<file path="config.mk">
export PLATFORM = sky130hd
export DESIGN_NAME = v_red_seq
export DESIGN_NICKNAME = d
export VERILOG_FILES = /design/src/rtl/v_red_defs.sv /design/src/rtl/v_red_tail_fill.sv /design/src/rtl/v_red_seq.sv
export SDC_FILE = /design/constraint.sdc
export NUM_CORES = 1
export LEC_CHECK = 0
export ABC_AREA = 1
export CORE_MARGIN = 2
export CORE_UTILIZATION = 49
export CTS_BUF_LIST = sky130_fd_sc_hd__clkbuf_4 sky130_fd_sc_hd__clkbuf_8
export CTS_CLUSTER_SIZE = 12
export DETAILED_ROUTE_END_ITERATION = 10
export GPL_TIMING_DRIVEN = 0
export PLACE_DENSITY = 0.86
export SYNTH_ARGS = -nofsm -noshare
export SYNTH_HDL_FRONTEND = slang
export SYNTH_SLANG_ARGS = --single-unit
</file>
<file path="constraint.sdc">
create_clock -name clk -period 3.5 [get_ports clk]
set_input_delay 0.7 -clock clk [delete_from_list [all_inputs] [get_ports clk]]
set_output_delay 0.7 -clock clk [all_outputs]
set_load 0.005 [all_outputs]
</file>
<file path="src/rtl/v_red_defs.sv">
// Shared encodings, sideband beat type and geometry helpers for the reduction sequencer.
package v_red_defs;

   localparam logic [1:0] OP_AND = 2'b01;
   localparam logic [1:0] OP_OR  = 2'b10;
   localparam logic [1:0] OP_XOR = 2'b11;

   localparam logic [1:0] SEW_8  = 2'b00;
   localparam logic [1:0] SEW_16 = 2'b01;
   localparam logic [1:0] SEW_32 = 2'b10;
   localparam logic [1:0] SEW_64 = 2'b11;

   typedef enum logic [1:0] {
      ST_IDLE,
      ST_ISSUE,
      ST_DRAIN
   } state_t;

   // Sideband that travels alongside each read until its data returns.
   typedef struct packed {
      logic vld;
      logic sop;
      logic eop;
      logic fill;
   } sb_t;

   // Fill bit of the op identity: all-ones for AND, zero for everything else.
   function automatic logic identity(input logic [1:0] op_sel);
      return op_sel == OP_AND;
   endfunction

   // log2 of elements per chunk; bytes_log2 is log2 of the chunk width in bytes.
   function automatic logic [3:0] epc_log2(input logic [1:0] sew, input logic [3:0] bytes_log2);
      return bytes_log2 - {2'b00, sew};
   endfunction

endpackage

</file>
<file path="src/rtl/v_red_tail_fill.sv">
// Replaces lanes at or above rem with the op identity when en is set; purely combinational.
module v_red_tail_fill
   import v_red_defs::*;
#(
   parameter int DATA_WIDTH = 64,
   parameter int REM_WIDTH  = 3
) (
   input  logic [DATA_WIDTH-1:0] data,
   input  logic [REM_WIDTH-1:0]  rem,
   input  logic [1:0]            sew,
   input  logic [1:0]            op_sel,
   input  logic                  en,
   output logic [DATA_WIDTH-1:0] fill_data
);

   localparam int NBYTES = DATA_WIDTH / 8;

   logic                 fill_bit;
   logic [NBYTES-1:0]    byte_mask;
   logic [REM_WIDTH-1:0] lane;

   // Mask is built per byte: a byte belongs to lane (byte >> sew).
   always_comb begin
      fill_bit  = identity(op_sel);
      byte_mask = '0;
      lane      = '0;
      fill_data = data;
      for (int b = 0; b < NBYTES; b++) begin
         lane         = REM_WIDTH'(b) >> sew;
         byte_mask[b] = en && (lane >= rem);
         if (byte_mask[b]) begin
            fill_data[b*8 +: 8] = {8{fill_bit}};
         end
      end
   end

endmodule

</file>
<file path="src/rtl/v_red_seq.sv">
// Reduction-request sequencer: one command in, one RF read per cycle, one beat per read RF_LAT cycles later.
// No output backpressure; cmd_ready is low from accept of a non-empty command until after its end beat.
module v_red_seq
   import v_red_defs::*;
#(
   parameter int DATA_WIDTH  = 64,
   parameter int ADDR_WIDTH  = 32,
   parameter int OPSEL_WIDTH = 2,
   parameter int SEW_WIDTH   = 2,
   parameter int VL_WIDTH    = 11,
   parameter int RF_LAT      = 1
) (
   input  logic                   clk,
   input  logic                   rst,
   input  logic                   cmd_valid,
   output logic                   cmd_ready,
   input  logic [ADDR_WIDTH-1:0]  cmd_vs2_addr,
   input  logic [ADDR_WIDTH-1:0]  cmd_vd_addr,
   input  logic [VL_WIDTH-1:0]    cmd_vl,
   input  logic [SEW_WIDTH-1:0]   cmd_sew,
   input  logic [OPSEL_WIDTH-1:0] cmd_opSel,
   output logic                   rf_rd_en,
   output logic [ADDR_WIDTH-1:0]  rf_rd_addr,
   input  logic [DATA_WIDTH-1:0]  rf_rd_data,
   output logic                   out_valid,
   output logic                   out_start,
   output logic                   out_end,
   output logic [DATA_WIDTH-1:0]  out_vec0,
   output logic [OPSEL_WIDTH-1:0] out_opSel,
   output logic [SEW_WIDTH-1:0]   out_sew,
   output logic [ADDR_WIDTH-1:0]  out_addr,
   output logic                   busy
);

   localparam int NBYTES = DATA_WIDTH / 8;
   localparam int BLOG2  = $clog2(NBYTES);
   localparam logic [BLOG2-1:0] ONES = '1;

   state_t                 state;
   logic [OPSEL_WIDTH-1:0] lat_op;
   logic [SEW_WIDTH-1:0]   lat_sew;
   logic [ADDR_WIDTH-1:0]  lat_vd;
   logic [BLOG2-1:0]       lat_rem;
   logic [VL_WIDTH-1:0]    last_k;
   logic [VL_WIDTH-1:0]    k;

   logic [3:0]             elog2;
   logic [BLOG2-1:0]       epc_m1;
   logic [VL_WIDTH:0]      vl_round;
   logic [VL_WIDTH-1:0]    cmd_nchunk;
   logic [BLOG2-1:0]       cmd_rem;

   sb_t                    issue_sb;
   sb_t                    pipe [RF_LAT];
   logic                   out_fill;
   logic [DATA_WIDTH-1:0]  filled;

   // Command geometry, evaluated on the offered fields so it can be latched at accept.
   always_comb begin
      elog2      = epc_log2(cmd_sew, 4'(BLOG2));
      epc_m1     = ~(ONES << elog2);
      vl_round   = {1'b0, cmd_vl} + (VL_WIDTH+1)'(epc_m1);
      cmd_nchunk = VL_WIDTH'(vl_round >> elog2);
      cmd_rem    = BLOG2'(cmd_vl) & epc_m1;
   end

   assign cmd_ready = rst && (state == ST_IDLE);
   assign busy      = (state != ST_IDLE);

   always_ff @(posedge clk or negedge rst) begin
      if (!rst) begin
         state      <= ST_IDLE;
         rf_rd_en   <= 1'b0;
         rf_rd_addr <= '0;
         k          <= '0;
         last_k     <= '0;
         lat_op     <= '0;
         lat_sew    <= '0;
         lat_vd     <= '0;
         lat_rem    <= '0;
      end else begin
         case (state)
            ST_IDLE: begin
               if (cmd_valid) begin
                  lat_op  <= cmd_opSel;
                  lat_sew <= cmd_sew;
                  lat_vd  <= cmd_vd_addr;
                  lat_rem <= cmd_rem;
                  if (cmd_vl != '0) begin
                     state      <= ST_ISSUE;
                     rf_rd_en   <= 1'b1;
                     rf_rd_addr <= cmd_vs2_addr;
                     k          <= '0;
                     last_k     <= cmd_nchunk - VL_WIDTH'(1);
                  end
               end
            end
            ST_ISSUE: begin
               rf_rd_addr <= rf_rd_addr + ADDR_WIDTH'(1);
               k          <= k + VL_WIDTH'(1);
               if (k == last_k) begin
                  rf_rd_en <= 1'b0;
                  state    <= ST_DRAIN;
               end
            end
            ST_DRAIN: begin
               if (out_valid && out_end) begin
                  state <= ST_IDLE;
               end
            end
            default: state <= ST_IDLE;
         endcase
      end
   end

   always_comb begin
      issue_sb      = '0;
      issue_sb.vld  = rf_rd_en;
      issue_sb.sop  = rf_rd_en && (k == '0);
      issue_sb.eop  = rf_rd_en && (k == last_k);
      issue_sb.fill = rf_rd_en && (k == last_k) && (lat_rem != '0);
   end

   // Reset empties the pipe so reads in flight at reset never surface as beats.
   always_ff @(posedge clk or negedge rst) begin
      if (!rst) begin
         for (int i = 0; i < RF_LAT; i++) begin
            pipe[i] <= '0;
         end
      end else begin
         pipe[0] <= issue_sb;
         for (int i = 1; i < RF_LAT; i++) begin
            pipe[i] <= pipe[i-1];
         end
      end
   end

   assign out_valid = pipe[RF_LAT-1].vld;
   assign out_start = pipe[RF_LAT-1].sop;
   assign out_end   = pipe[RF_LAT-1].eop;
   assign out_fill  = pipe[RF_LAT-1].fill;

   v_red_tail_fill #(
      .DATA_WIDTH (DATA_WIDTH),
      .REM_WIDTH  (BLOG2)
   ) u_tail_fill (
      .data      (rf_rd_data),
      .rem       (lat_rem),
      .sew       (lat_sew),
      .op_sel    (lat_op),
      .en        (out_fill),
      .fill_data (filled)
   );

   assign out_vec0  = out_valid ? filled  : '0;
   assign out_opSel = out_valid ? lat_op  : '0;
   assign out_sew   = out_valid ? lat_sew : '0;
   assign out_addr  = out_valid ? lat_vd  : '0;

endmodule

</file>
==> results of run 1 <==
-- synth_stat cells (all sizes together), types with 22 or more instances --
cell and number:
xor2 23, inv 137, o21ai 58, a21oi 76, mux2 33, ha 22
nor3 33, nand2 221, nand3 88, clkbuf 23, nor2 126, dfrtp 100
nand4 23
-- placed cells by master, fill, tap and decap left out, drive strengths merged --
master,Yosys,routed
clkbuf,23,32
o22a,1,1
nand3,88,88
a32oi,2,2
inv,137,139
clkinv,1,1
o22ai,17,17
clkinvlp,0,2
mux2,33,33
buf,13,31
nand4,23,23
bufinv,0,1
clkdlybuf4s50,0,281
nor2,126,126
a21oi,76,76
dlymetal6s2s,0,1
a211oi,2,2
fa,1,1
diode,0,2
o211ai,8,8
a32o,1,1
or2,7,7
nor3,33,33
xnor2,5,5
o21ai,58,62
a31oi,5,5
ha,22,22
nor4,7,7
nand2,221,221
dfrtp,100,100
o32ai,2,2
xor2,23,23
-- where the power goes --
group / internal [mW] / switching [mW] / leakage, nW
clock network: 0.339 / 0.430 / 0.0966
registers: 1.16 / 0.0117 / 1.30
logic: 0.226 / 0.191 / 3.75
-- cells by family (layout without fill, tap and decap cells) --
| group | Yosys count | count (layout) |
|---|---|---|
| AND/OR/NAND/NOR | 505 | 505 |
| buffers and inverters | 174 | 488 |
| AO/OA/AOI/OAI | 172 | 176 |
| flip-flops | 100 | 100 |
| multiplexers | 33 | 33 |
| XOR/XNOR | 28 | 28 |
| adder cells (fa/ha/maj) | 23 | 23 |
| other | 0 | 2 |
-- through the flow --
step / power, mW / setup slack, ns / util (%)
after floorplan: 1.35 / 0.417 / -
after global placement: 1.59 / -2.56 / 71.2
after detailed placement: 1.60 / -0.560 / 71.3
after CTS: 2.36 / -0.144 / 72.9
after global routing: 2.45 / -0.0818 / 75.3
final: 2.36 / 0.0484 / 75.4
-- path summary, 6_finish.rpt --
path,startpoint,end,slack [ns]
worst min register to register,lat_vd[16],lat_vd[16],0.51
min in group clk,lat_vd[16],lat_vd[16],0.51
max in group asynchronous,rst,rf_rd_addr[26],2.44
worst min-delay path,rst,rf_rd_addr[12],0.38
worst max register to register,state[0],rf_rd_addr[19],1.42
worst max-delay path,lat_sew[1],out_vec0[56],0.05
-- sequential cells by signal (all words and copies together), names as in the netlist, 2 cells and up --
name / flops
state: 2
lat_vd: 32
rf_rd_addr: 32
last_k: 11
k: 11
lat_op: 2
lat_rem: 3
lat_sew: 2
-- layout make-up --
type                       count  share of cell area, %
antenna                        2                 0.0455
buffer                        36                   1.54
clock buffer                  10                   1.19
clock inverter                 5                  0.546
inverter                     138                   4.75
multi-input combinational    765                   40.1
sequential                   100                   22.8
tap                          184                   2.09
timing repair buffer         299                   27.0
-- metal layers --
| layer | wire length, um | vias up | global-route usage, % |
|---|---|---|---|
| met1 | 10300 | 3992 | 37.5 |
| met2 | 13200 | 394 | 56.3 |
| met5 | 0 | - | 0 |
| li1 | - | 4058 | - |
| met4 | 987 | 0 | 11.2 |
| met3 | 1670 | 76 | 4.72 |
-- what timing repair did --
action,in CTS,in global routing
pin swaps,0,11
gates cloned,0,4
endpoints found under the setup margin,60,65
gates resized for setup,15,56
setup buffers,0,15
==> results by group, run 1 <==
STA
  • Final hold violation count: 0
  • Hold WS: 0.381 ns
  • Setup violators final: 0
  • Slew HR: 45.9%
  • Min cycle time layout: 3.45 ns
  • Tcrit/Tclk final: 98.6%
  • Worst-margin pin slew: 0.812 ns
  • Final Skew: 0.0171 ns
  • Setup TNS: 0 ns
  • RSZ-0062 raised after global routing: true
  • FMAX: 290 MHz
  • Max-slew violations: 0

Placement
  • DP HPWL: 20200 um
  • Area after DPL: 10400 um^2
  • Port bufs: 283
  • Inst Count DP: 1503
  • Final RePlAce weighted congestion: 0.977

Cells and area
  • Layout net count: 1518
  • Layout cells sized above 1: 12.2%
  • Multi-input logic area: 4410 um^2
  • Sequential Area: 2500 um^2
  • Fill cell count: 1074
  • Design area: 11000 um^2
  • Layout Cells excl Fill: 1539
  • P&R area growth vs syn: 50.1%

Setup path
  • CP delay by family, top: buffers and inverters
  • Cell Chain, Critical Path: inv_1 -> ha_2 -> ha_4 -> a21oi_4 -> o21ai_4 -> nand3_1 -> nand2_4 -> nor2_1 -> clkdlybuf4s50_1
  • Max incr delay on CP: 0.52 ns
  • WS Path Type: flop to output pin
  • WP buf/inv: 2
  • Crit Path Max Fanout: 8
  • Crit path capture type: output pin
  • CP Depth: 9
  • CP startpoint kind: flop
  • CP max-delay cell: clkdlybuf4s50_1
  • Worst EP arrival: 2.75 ns
  • Required time of the critical path: 2.80 ns
  • Worst r2r path cells: 8

Clock network
  • Clk sinks: 100
  • Hold Buf Count CTS: 0
  • Worst-Skew Late Latency: 0.39 ns
  • H-tree Lvls: 3
  • CTS tree: yes
  • Root Buffer: clkbuf_8
  • Clock buffer count from CTS: 9
  • CTS max path bufs: 2
  • Clock Pin Slew Worst Setup and Hold Paths: 0.10 ns

Synth
  • Syn_area_per_cell: 7.08 um^2
  • Combinational family with the most area after synthesis: simple AND/OR/NAND/NOR gates
  • Mux contribution to synthesized area: 5.07%
  • Seq/Total Area, Yosys: 34.2%
  • Syn nets: 1204
  • Compound-cell area share of the yosys netlist: 12.8%
  • Post-Syn Area: 7320 um^2
  • Post-Synthesis Cells: 1035
  • Synth top area cells: dfrtp_1 34%, nand2_1 11%, inv_1 6.8%
  • Top cell type by total area after synthesis: dfrtp_1
  • Synth Area in Simple Gates: 31.3%
  • Ys Warns: 0
  • Dominant synthesized flop cell: dfrtp_1
  • Unique cell type count in the Yosys netlist: 43
  • Post-synthesis adder-cell area fraction: 4.03%
  • EDFF count, synth: 0
  • XOR/XNOR Fraction of Synth Area: 3.35%
  • Top cell type's share of synthesized area: 34.2%
  • #FFs+latches synth: 100
  • FFs w/ async S/R, synth: 100%

Routing
  • WL/cell: 17.0 um
  • DR iter-0 viols: 595
  • DRT Pass-1 Iters: 6
  • Vias: 8520
  • Vias per cell: 5.54
  • Remaining DRCs: 0
  • Final ANT Viol Nets: 0
  • Final wirelength: 26200 um

Power and ir drop
  • Peak supply drop: 0.286 mV
  • Leakage power: 5.14 nW
  • Cell Pwr Density: 215 nW/um^2

Global routing
  • Total Routing Usage GR: 31.1%
  • Initial antenna violation count: 1
  • Vias in the first global route: 7904
  • Total grt overflow: 0
  • Largest net degree at the start of global routing: 64
  • First-pass GRT wire length: 40000 um

Outcome
  • Status: completed

Floorplanning
  • Die area: 15900 um^2
  • Placement Rows: 44
  • I/O pin cnt: 284
  • Core ar.: 14600 um^2
  • Die Ht: 126 um
  • Starting Density: 50.2%
  • Die width: 126 um

Min path
  • Worst hold path type: input pin to asynchronous set/reset pin

Job
  • Max Cap Viol: 0
Power figures use the tool's default switching activity.
==> run 2, diff against run 1 <==
--- a/config.mk
+++ b/config.mk
@@ -12,7 +12,8 @@
 export CTS_CLUSTER_SIZE = 12
 export DETAILED_ROUTE_END_ITERATION = 10
 export GPL_TIMING_DRIVEN = 0
-export PLACE_DENSITY = 0.86
+export MAX_ROUTING_LAYER = met4
+export PLACE_DENSITY = 0.88
 export SYNTH_ARGS = -nofsm -noshare
 export SYNTH_HDL_FRONTEND = slang
 export SYNTH_SLANG_ARGS = --single-unit
==> run 2 against run 1 <==
Clock power shrank 7.5%. Die area is the same. Hold slack lost 0.051 ns. Power shrank 2.6%. Via count shrank 2.1%. Non-clock buffer count shrank 3. Fmax grew 0.13%. Register-to-register slack lost 0.04 ns. Sequential power is essentially flat. First-iteration DRC count shrank 13%.
==> results by group, run 2 (synthesized netlist as in run 1, its figures left out) <==
Global routing
  • Met1 usage: 37.0%
  • Initial antenna violation count: 3
  • Met2 Resource Use GR: 55.6%
  • Vias in the first global route: 7799
  • Largest net degree at the start of global routing: 53
  • Met3 Usage GRT: 4.67%
  • First-pass GRT wire length: 39600 um
  • Total Routing Usage GR: 31.7%
  • Total grt overflow: 0
  • Gr busiest metal: met2

Cells and area
  • Largest registers: lat_vd: 32 flops, rf_rd_addr: 32 flops
  • Commonest cells after routing, fill and taps aside: 281 x clkdlybuf4s50_1, 200 x nand2_1, 133 x inv_1
  • P&R area growth vs syn: 48.9%
  • Layout cells sized above 1: 11.4%
  • Layout net count: 1512
  • Design area: 10900 um^2
  • Layout Cells excl Fill: 1535
  • Most common cell after layout, fill and taps aside: clkdlybuf4s50_1

Placement
  • Dpl ws: -0.532 ns
  • Port bufs: 283
  • Inst Count DP: 1503
  • Final RePlAce weighted congestion: 0.975
  • DP HPWL: 20000 um
  • Area after DPL: 10400 um^2

Min path
  • Worst hold path type: input pin to asynchronous set/reset pin

Setup path
  • Crit path capture type: output pin
  • Max incr delay on CP: 0.52 ns
  • CP delay by family, top: buffers and inverters
  • Worst EP arrival: 2.75 ns
  • CP startpoint kind: flop
  • WP buf/inv: 4
  • CP max-delay cell: clkdlybuf4s50_1
  • Cell Chain, Critical Path: inv_1 -> ha_4 -> ha_1 -> inv_1 -> nor2_1 -> o21ai_0 -> nand2_2 -> buf_4 -> a21oi_1 -> nor2_1 -> clkdlybuf4s50_1
  • WS Path Type: flop to output pin
  • Required time of the critical path: 2.80 ns
  • Crit Path Max Fanout: 7

Routing
  • Final wirelength: 25600 um
  • DR iter-0 viols: 517
  • WL/cell: 16.7 um
  • Vias per cell: 5.43
  • DRT Pass-1 Iters: 5
  • Remaining DRCs: 0
  • Vias: 8341
  • Final ANT Viol Nets: 0

Clock network
  • Clk sinks: 100
  • CTS tree: yes
  • Root Buffer: clkbuf_8
  • H-tree Lvls: 3
  • CTS max path bufs: 2
  • Clock Pin Slew Worst Setup and Hold Paths: 0.11 ns
  • Worst-Skew Late Latency: 0.39 ns
  • Clock buffer count from CTS: 9

Floorplanning
  • Placement Rows: 44
  • Die width: 126 um
  • Starting Density: 50.2%
  • I/O pin cnt: 284
  • Core ar.: 14600 um^2
  • Die Ht: 126 um
  • Die area: 15900 um^2

Job
  • Max Cap Viol: 0

STA
  • Final Skew: 0.0119 ns
  • Worst-margin pin slew: 0.704 ns
  • Final hold violation count: 0
  • Setup TNS: 0 ns
  • Setup violators final: 0
  • Tcrit/Tclk final: 98.5%
  • Min cycle time layout: 3.45 ns
  • FMAX: 290 MHz
  • Worst Slack Setup Final: 0.0529 ns
  • Max-slew violations: 0
  • Slew HR: 52.6%

Power and ir drop
  • Leakage power: 5.10 nW
  • Peak supply drop: 0.288 mV
  • Cell Pwr Density: 211 nW/um^2

Outcome
  • Status: completed
run 2: changes by cell type in the layout (fill, tap and decap cells not counted), moves of 2 or more:
| cell | delta |
|---|---|
| clkbuf_4 | +2 |
| nor2_1 | +5 |
| buf_4 | -4 |
| nor2_2 | -5 |
| o21ai_2 | -2 |
run 2: worst register-to-register path, cell delays in order (launching register included):
cell	delay, ns
dfrtp_1	0.41
ha_1	0.20
nand2_1	0.09
nor2_2	0.17
nand3_2	0.14
nor3_4	0.24
nand2_2	0.14
nor2_4	0.13
nand2_2	0.08
nor2_2	0.10
xor2_1	0.15
nor2_1	0.05
o21ai_1	0.14
run 2: final cells by class:
| type | count | area (um^2) |
|---|---|---|
| fillers | 1122 | 3680 |
| clock buffers | 11 | 139 |
| plain buffers | 36 | 163 |
| inverters | 138 | 522 |
| repair buffers | 296 | 2950 |
| multi-input cells | 762 | 4360 |
| diodes | 3 | 7.51 |
| well taps | 184 | 230 |
| clock inverters | 5 | 35.0 |
| flip-flops and latches | 100 | 2500 |
run 2: what timing repair did:
item | in CTS | in global routing
pin swaps | 4 | 5
resized for setup | 32 | 28
buffers inserted | 4 | 8
hold buffers | 0 | 0
endpoints found under the setup margin | 60 | 64
endpoints found under the hold margin | 0 | 0
cloned | 1 | 0
run 2: final timing paths:
kind | from | end | slack, ns | cells past startpoint
setup reg to reg | rf_rd_addr[1] | rf_rd_addr[24] | 1.38 | 12
hold / removal | rst | rf_rd_addr[19] | 0.33 | 1
max in group asynchronous | rst | lat_sew[0] | 2.42 | 2
setup / recovery | lat_sew[0] | out_vec0[30] | 0.05 | 11
min in group clk | lat_vd[2] | lat_vd[2] | 0.51 | 1
hold reg to reg | lat_vd[2] | lat_vd[2] | 0.51 | 1
run 2: metal layers:
| layer | part of all wire [%] | vias up |
|---|---|---|
| met2 | 51 | 357 |
| met3 | 5.9 | 61 |
| met5 | 0 | - |
| met1 | 40 | 3886 |
| met4 | 3.4 | 0 |
| li1 | - | 4037 |
run 2: metrics by stage:
| step | hold slack (ns) | utilization (%) | total power, mW |
|---|---|---|---|
| 5_1_grt | 0.373 | 74.8 | 2.40 |
| 2_1_floorplan | 0.404 | - | 1.35 |
| 3_5_place_dp | 0.488 | 71.4 | 1.60 |
| 4_1_cts | 0.347 | 73.6 | 2.30 |
| 6_report | 0.330 | 74.8 | 2.30 |
| 3_3_place_gp | 0.485 | 71.2 | 1.59 |
run 2: power breakdown:
part           leakage (nW)  switching (mW)  internal, mW
registers              1.30          0.0117          1.16
clock network        0.0910           0.433         0.278
logic                  3.71           0.187         0.226
total                  5.10           0.632          1.67
